`config.mk`:
```
export PLATFORM = sky130hd
export DESIGN_NAME = loop_issue_ctrl
export DESIGN_NICKNAME = d
export VERILOG_FILES = /design/src/rtl/loop_issue_ctrl.sv
export SDC_FILE = /design/constraint.sdc
export NUM_CORES = 1
export LEC_CHECK = 0
export ABC_AREA = 1
export CAP_MARGIN = 20
export CORE_AREA = 8 8 91 126
export DETAILED_ROUTE_END_ITERATION = 16
export DIE_AREA = 0 0 99 134
export PLACE_DENSITY = 0.76
export SYNTH_ARGS = -nofsm -noshare
export SYNTH_HDL_FRONTEND = slang
export SYNTH_SLANG_ARGS = --single-unit
```
`constraint.sdc`:
```
create_clock -name i_clk -period 1.73 [get_ports i_clk]
set_input_delay 0.2595 -clock i_clk [delete_from_list [all_inputs] [get_ports i_clk]]
set_output_delay 0.2595 -clock i_clk [all_outputs]
set_load 0.05 [all_outputs]
```
`src/rtl/loop_issue_ctrl.sv`:
```
// loop_issue_ctrl: sequences a nested loop counter and offers one iteration per downstream handshake
package loop_issue_pkg;
    typedef struct packed {
        logic dval;
        logic inc;
        logic reset;
    } lp_ctl_t;
endpackage

module loop_issue_ctrl
    import loop_issue_pkg::*;
#(
    parameter int NDepth   = 3,
    parameter int IdxMaxDW = 11,
    parameter int CntDW    = 33
) (
    input  logic                i_clk,
    input  logic                i_rst,
    input  logic                i_cfg_val,
    output logic                o_cfg_rdy,
    input  logic [IdxMaxDW-1:0] i_cfg_size [NDepth],
    output logic [IdxMaxDW-1:0] o_loopSize [NDepth],
    output lp_ctl_t             o_ctl,
    input  logic [NDepth-1:0]   i_loopEnd,
    output logic                o_issue_val,
    input  logic                i_issue_rdy,
    output logic                o_last,
    input  logic                i_abort,
    output logic                o_done,
    output logic                o_err,
    output logic [CntDW-1:0]    o_issue_cnt
);
    typedef enum logic [1:0] {IDLE, START, RUN, DONE} state_t;

    // Counter reset also serves as the abort command so the loop counter never holds stale indices
    localparam lp_ctl_t CtlRst = '{dval: 1'b1, inc: 1'b0, reset: 1'b1};
    localparam lp_ctl_t CtlInc = '{dval: 1'b1, inc: 1'b1, reset: 1'b0};

    state_t               state_q, state_d;
    logic [IdxMaxDW-1:0]  size_q [NDepth];
    logic [IdxMaxDW-1:0]  size_d [NDepth];
    logic [CntDW-1:0]     cnt_q, cnt_d;
    logic                 err_q, err_d;
    logic                 any_zero;

    // A zero trip count at any level makes the whole configuration meaningless
    always_comb begin
        any_zero = 1'b0;
        for (int l = 0; l < NDepth; l++) any_zero = any_zero | (i_cfg_size[l] == '0);
    end

    // Next-state and handshake decode; outputs depend only on state and live inputs
    always_comb begin
        state_d     = state_q;
        size_d      = size_q;
        cnt_d       = cnt_q;
        err_d       = err_q;
        o_ctl       = '0;
        o_cfg_rdy   = state_q == IDLE;
        o_issue_val = state_q == RUN;
        o_last      = o_issue_val & (&i_loopEnd);
        o_done      = state_q == DONE;
        case (state_q)
            IDLE: begin
                if (i_cfg_val && any_zero) err_d = 1'b1;
                else if (i_cfg_val) begin
                    size_d  = i_cfg_size;
                    err_d   = 1'b0;
                    cnt_d   = '0;
                    state_d = START;
                end
            end
            START: begin
                o_ctl   = CtlRst;
                state_d = i_abort ? IDLE : RUN;
            end
            RUN: begin
                if (i_abort) begin
                    o_ctl   = CtlRst;
                    state_d = IDLE;
                end else if (i_issue_rdy) begin
                    o_ctl   = CtlInc;
                    cnt_d   = cnt_q + 1'b1;
                    state_d = o_last ? DONE : RUN;
                end
            end
            default: state_d = IDLE;
        endcase
    end

    // State registers with synchronous reset
    always_ff @(posedge i_clk) begin
        if (i_rst) begin
            state_q <= IDLE;
            cnt_q   <= '0;
            err_q   <= 1'b0;
            for (int l = 0; l < NDepth; l++) size_q[l] <= '0;
        end else begin
            state_q <= state_d;
            cnt_q   <= cnt_d;
            err_q   <= err_d;
            size_q  <= size_d;
        end
    end

    assign o_loopSize  = size_q;
    assign o_issue_cnt = cnt_q;
    assign o_err       = err_q;
endmodule

```
=== Word-level counts from Yosys, hierarchy flattened ===
Index checks and enable logic that the tools add are counted.

* $add $sub $neg: 1
* Equal/unequal tests: 8
* Mux-type cells: 17
* Bitwise operators: 4
* Reduce and logical (&&, ||, !) cells: 12

{| class="wikitable"
|+ Operator list
! kind !! number
|-
| $mux 33 || 4
|-
| $pmux 33 s2 || 1
|-
| $add 33x1->33 const B || 1
|-
| $logic_not 11->1 || 3
|-
| $mux 2 || 5
|-
| $reduce_and 3->1 || 3
|-
| $mux 3 || 2
|-
| $ne 2x2->1 const B || 3
|-
| $pmux 2 s3 || 1
|-
| $pmux 3 s2 || 1
|-
| $reduce_and 5->1 || 1
|-
| $eq 2x2->1 const B || 2
|-
| $reduce_bool 2->1 || 2
|-
| $mux 1 || 3
|-
| $ne 3x1->1 const B || 1
|-
| $eq 2x1->1 const B || 1
|-
| $logic_not 2->1 || 1
|-
| $ne 2x1->1 const B || 1
|-
| $or 1x1->1 || 2
|-
| $reduce_and 2->1 || 1
|-
| $and 1x1->1 || 1
|-
| $logic_and 1x1->1 || 1
|-
| $not 1->1 || 1
|}

* Register bits after elaboration: 69
* Input bits: 41
* Output and inout port bits: 74
* Logic and storage cells: 48

=== Longest topological paths before layout ===
* Depth in word-level cells: 6
* Depth in mapped cells: 11
* Depth with buffers taken out: 11

=== Least setup slack after synthesis ===
Ideal clock, no wire load.

* Kind: register to output
* Start: register state_q[0]
* End: output port o_ctl[2] (netlist name)
* Arrival time: 2,266 ps
* Data required time: 1,470 ps
* Slack: -796 ps
* Cell stages (with the launch flop): 7
* Path buffers: 2
* Cells stage by stage: dfxtp_1 inv_1 ha_1 buf_6 clkbuf_1 nand2_1 a31oi_1

{| class="wikitable"
|+ RTL lines
! item !! RTL line !! text
|-
| start: declaration || 39 || <nowiki>state_t state_q, state_d;</nowiki>
|-
| start signal: assignment || 99 || <nowiki>state_q <= state_d;</nowiki>
|-
| end: declaration || 23 || <nowiki>output lp_ctl_t o_ctl,</nowiki>
|}

==> flow_summary.ini <==
[sta]
fin_skew_ns = 0.006901
fmax_mhz = 548.6
hold_viol_final = 0
fin_setup_tns_ns = -0.7422
setup_viol = 21
slew_violations = 0
period_minus_slack_ns = 1.823
max_slew_margin_pct = 66.50
fin_crit_sh_pct = 105.4
worst_slack_ns = -0.09281
tightestPinTransition_ns = 0.5025
grt_setup_unrepaired = true

[floorplan]
die-area_mm2 = 0.01327
die_y_um = 134
core_mm2 = 0.009630
start_util_pct = 42.50
row_count = 43
die_w_um = 99
io_pins = 115

[clock_tree]
clock_latency_ns = 0.33
clkTransAtPathRegs_ns = 0.05
clockBufferDepth = 2
htreeDepth = 3
cts.sinks = 69
clockRootBuffer = clkbuf_16
cts_buffers = 9
cts_tree = done

[grt]
overflow = 0
grt_max_degree = 50
grt_pass1_vias = 5058
grt_pass1_wl_mm = 23.13
grt_use_total_pct = 21.32
antenna_found_initial = 0

[pwr]
powerDensity_mw_per_mm2 = 1225
p_sw_share_pct = 41.40
finalPower_mw = 7.760
p_seq_share_pct = 26.3
p_comb_share_pct = 49.9
cellLeakagePower_nw = 2.742
p_sw_mw = 3.213
vdd_drop_max_v = 0.0007040
power.internal_mw = 4.548
clockPowerShare_pct = 23.8

[placed_design]
post-dp-hpwl_mm = 9.994
numPortBuffers = 114
placed_area_mm2 = 0.005569
place.gp.congestion = 0.9074
place_inst = 923

[yosys]
ys_top_cells_by_count = 181 x nand2_1, 155 x nor2_1, 70 x inv_1
synth_area_leaders = dfxtp_1 34%, nand2_1 17%, nor2_1 14%
yosysSeqAreaShare_pct = 33.75
ys_warn_count = 0
syn_area_mm2 = 0.004093
avgSynthCellArea_um2 = 5.975
yosysUniqueCellTypes = 33
synth_ff_type = dfxtp_1
synth-edff-count = 0
synth-seq-cells = 69
syn_nets = 731
async_flop_share_pct = 0
synth.most_common_cell = nand2_1
netlist_instances = 685
yosysTopAreaCellShare_pct = 33.75
synth_top_area_cell = dfxtp_1

[critical_path]
path_cells = inv_6 -> ha_4 -> buf_4 -> nand2_4 -> buf_6 -> a31oi_4 -> buf_12
critical_path_class = reg2out
endpoint_kind = primary output
crit_required_ns = 1.47
arrival_ns = 1.56
cp_slowest_cell = dfxtp_4
worstPathMaxFanout = 3
start_kind = flop
critPathMaxStageDelay_ns = 0.35
critPathTopFamily = buffers and inverters
critPathBufInv = 4

[hold_path]
hold_path_class = reg2reg

[finish]
multi_input_area_mm2 = 0.002481
insertedDiodeCount = 0
final_cells = 960
filler_cell_count = 831
design_area_mm2 = 0.006334
fin_util_pct = 65.77
regArea_mm2 = 0.001396
nets = 889
syn2layout_area_growth_pct = 54.75
drive_above_1_share_pct = 24.53

[routing]
drtAntennaViolNets = 0
drt-total-wl_mm = 14.90
routedWlPerCell_um = 15.52
avgViaCountPerCell = 5.224
vias = 5015
drtIter0Drc = 191
firstDrtPassIters = 5
drc = 0

[outcome]
violations = negative setup slack
outcome = finished with violations

[job]
drv_cap = 0
## per-stage QoR
| stage | hold WS (ns) | worst slack, ns |
|---|---|---|
| final | 0.4973 | -0.09281 |
| after floorplan | 0.4016 | -0.03323 |
| after detailed placement | 0.4849 | -0.2229 |
| after global routing | 0.5352 | -0.1463 |
| after global placement | 0.4797 | -0.1837 |
| after CTS | 0.5056 | -0.05237 |
## placed cells by master, fill, tap and decap left out, drive strengths merged, types with 3 or more instances in the layout
cell           instances
a21oi                 13
buf                  131
clkbuf                16
clkdlybuf4s50         40
clkinv                 5
dfxtp                 69
ha                     5
inv                   70
nand2                188
nand3                 58
nor2                 160
nor3                  36
o21ai                 41
or2                    3
## cells by family after synthesis
kind of cell | after synthesis | synth area share (%)
DFF | 69 | 33.75
AOI/OAI and AO/OA | 58 | 7.735
xor gates and xnor gates | 2 | 0.4281
adders and majority gates | 5 | 1.529
buffers and inverters | 102 | 10.30
and+or+nand+nor | 449 | 46.25
## tightest hold or removal path, stage by stage (launching register included)
cell and delay [ns]:
dfxtp_1 0.32, o21ai_1 0.07, nor2_1 0.07
## power by group through the flow
stage | logic [mW] | clock network [mW] | registers, mW
floorplan | 1.36 | 0 | 2.83
global placement | 3.13 | 0 | 2.05
detailed placement | 3.19 | 0 | 2.06
CTS | 3.47 | 1.89 | 2.03
global route | 4.12 | 1.94 | 2.07
finish | 3.87 | 1.85 | 2.04
## sequential cells by signal (all words and copies together) (netlist names)
register,cells
o_err,1
o_issue_cnt,33
o_loopSize,33
state_q,2
## path summary, 6_finish.rpt
| check | slack, ns | startpoint | to | depth (start not counted) |
|---|---|---|---|---|
| min | 0.50 | o_loopSize[8]$_SDFFE_PP0P_ | o_loopSize[8]$_SDFFE_PP0P_ | 2 |
| min reg2reg | 0.50 | o_loopSize[8]$_SDFFE_PP0P_ | o_loopSize[8]$_SDFFE_PP0P_ | 2 |
| max | -0.09 | state_q[0]$_SDFFE_PP0P_ | o_ctl[2] | 7 |
| max reg2reg | -0.07 | state_q[0]$_SDFFE_PP0P_ | o_issue_cnt[10]$_SDFFE_PP0P_ | 9 |
## repair_timing
item	4_1_cts	5_1_grt
endpoints found under the setup margin	60	70
pin swaps	5	12
resized for setup	17	33
gates cloned	2	5
hold buffers	0	0
buffers inserted	9	5
## area by class of cell
type                    count  share of cell area (%)
clock buffers              11                   3.832
clock inverters             5                  0.7902
inverters                  72                   4.405
multi-input cells         515                   39.17
flip-flops and latches     69                   22.05
well taps                 112                   2.213
repair buffers            176                   27.54
## metal layers
layer | vias to the layer above | track usage [%] | wire (µm) | part of all wire, %
met1 | 2295 | 20.71 | 5373 | 36
li1 | 2463 | - | - | -
met2 | 202 | 38.02 | 7715 | 52
met4 | 0 | 13.80 | 652 | 4.4
met3 | 55 | 6.639 | 1159 | 7.8
met5 | - | 0 | 0 | 0
Power figures use the tool's default switching activity.
==> RTL change (same flow settings) <==
Encoding of `state_t`: now one-hot (4 bits for 4 states).
--- a/src/rtl/loop_issue_ctrl.sv
+++ b/src/rtl/loop_issue_ctrl.sv
@@ -30,7 +30,7 @@
     output logic                o_err,
     output logic [CntDW-1:0]    o_issue_cnt
 );
-    typedef enum logic [1:0] {IDLE, START, RUN, DONE} state_t;
+    typedef enum logic [3:0] {IDLE = 4'b0001, START = 4'b0010, RUN = 4'b0100, DONE = 4'b1000} state_t;
 
     // Counter reset also serves as the abort command so the loop counter never holds stale indices
     localparam lp_ctl_t CtlRst = '{dval: 1'b1, inc: 1'b0, reset: 1'b1};
Formal check against the unedited RTL: same outputs for any inputs over 4 cycles, from zero or initial values and one cycle with i_rst high; so few cycles prove little.
==> RTL change against the original RTL <==
First-iteration DRC count grew 62%; combinational power is 43% lower; sequential cell count rose by 2; register-to-register slack improved by 0.11 ns; fmax increased by 7.7%; design area fell by 5.8%; area after synthesis is 1.6% lower; power is 23% lower; routed wire length shrank 8.9%; critical path depth up 4; non-clock buffer count fell by 15; setup slack better by 0.13 ns.
==> RTL change: results (changes against the original RTL) <==
| Metric | Value |
|---|---|
| Status | `finished clean` |
| PortBufs | `114 (unchanged)` |
| Synth Area in Compound Gates | `0.09814 (+0.02079)` |
| Worst VDD drop | `920.4 µV (+31%)` |
| Gpl congestion | `0.8740 (-3.7%)` |
| Synth Area in Adders | `0.003106 (-0.01218)` |
| Routed len/inst | `14.82 µm (-4.5%)` |
| Placed instance area | `5480 µm² (-1.6%)` |
| Detailed Route Iter0 Violations | `309 (+62%)` |
| Max_cap viols | `0 (unchanged)` |
| Synth cell count leaders | `nand2_1 (154), nor2_1 (124), inv_1 (78)` |
| Critical Path Fanout Max | `17 (+14)` |
| Nets | `841 (-5.4%)` |
| Clk pin slew, worst setup/hold paths | `0.06 ns` |
| Largest net degree at the start of global routing | `36 (-28%)` |
| RR Endpoint | `o_issue_cnt[11]` |
| Layout Skew | `0.005096 ns (-0.001805 ns)` |
| Total track usage | `0.2005 (-0.01262)` |
| Drt first pass iters | `7 (+2)` |
| Htree depth | `3 (unchanged)` |
| Top post-synthesis cells by area | `dfxtp_1 (35%), nand2_1 (14%), nor2_1 (12%)` |
| Leak | `2.592 nW (-5.5%)` |
| Synth Area in XOR/XNOR | `0.01087 (+0.006590)` |
| Syn_nets | `695 (-4.9%)` |
| Crit path arrival time | `1.95 ns (+0.39 ns)` |
| Slowest stage delay, CP | `0.35 ns (about the same)` |
| Hold Path Stages | `3 (+1)` |
| Fraction of layout cells with a size suffix above 1 | `0.2388 (-0.006477)` |
| Worst Hold End | `o_loopSize[14]` |
| Hpwl dp | `9943 µm (-0.51%)` |
| Slowest CP cell | `dfxtp_2` |
| HP Start | `i_cfg_size[14]` |
| Reg2Reg Setup Slack | `0.04 ns (+0.11 ns)` |
| CP delay by family, top | `simple AND/OR/NAND/NOR gates` |
| Sequential fraction of the synthesis area | `0.3528 (+0.01528)` |
| Worst min path class | `primary input to flop` |
| Fin Hold WS | `0.4913 ns (-0.005971 ns)` |
| Slew HR | `0.7387 (+0.07373)` |
| Worst flop-to-flop path startpoint | `state_q[1]` |
| Reg2reg path depth | `11 (+2)` |
| DR vias | `4784 (-4.6%)` |
| First-pass GRT wire length | `21820 µm (-5.6%)` |
| Count of cell types in the netlist | `31 (-6.1%)` |
RTL change: per-stage QoR:
step	utilization	std cells	setup TNS, ns	worst slack, ns
finish	0.6192	916	0	0.03699
global route	0.6192	916	-0.1987	-0.05159
detailed placement	0.5691	891	-6.593	-0.1474
floorplan	-	653	-0.1939	-0.1075
global placement	0.5691	891	-4.300	-0.1066
CTS	0.6030	909	0	0.002077
RTL change: logic make-up after synthesis:
group                      count (synthesis)
xor gates and xnor gates                   5
adders and majority gates                  1
AOI/OAI and AO/OA                         75
and+or+nand+nor                          394
DFF                                       71
buffers and inverters                    107
RTL change: worst min-delay path: cells and delay by family:
kind | cells | cell delay [ns]
buffers and inverters | 2 | 0.47
AO/OA/AOI/OAI | 1 | 0.05
RTL change: routing by layer:
metal,track usage,wire length (µm)
met5,0,0
met4,0.09683,422
met3,0.07261,1198
met2,0.3580,7028
met1,0.2004,4926
RTL change: how the worst max path moves through the flow:
stage          slack (ns)               to            from  cells after the start
2_1_floorplan       -0.11         o_ctl[0]      state_q[0]                      4
3_3_place_gp        -0.11   o_loopSize[14]  i_cfg_size[17]                     11
3_5_place_dp        -0.15   o_loopSize[29]  i_cfg_size[21]                     11
4_1_cts             0.002         o_ctl[1]      state_q[1]                      5
5_1_grt             -0.05  o_issue_cnt[11]      state_q[1]                     11
6_report             0.04  o_issue_cnt[11]      state_q[1]                     11
RTL change: report_power, final:
part	total, mW	switching [mW]	internal, mW
sequential	1.93	0.119	1.81
combinational	2.20	1.40	0.795
clock	1.86	0.748	1.12
RTL change: layout make-up:
class	count	area (µm²)
Clock buffer	9	225.2
Clock inverter	7	72.57
Fill cell	891	3667
Inverter	81	309.0
Multi-Input combinational cell	475	2252
Sequential cell	71	1445
Tap cell	112	140.1
Timing Repair Buffer	161	1519
RTL change: repair_timing:
action                                  in CTS  in global routing
pin swaps                                    1                  2
hold buffers                                 0                  0
endpoints found under the setup margin       3                 51
gates cloned                                 0                  2
resized for setup                            6                 23
setup buffers                                2                  5
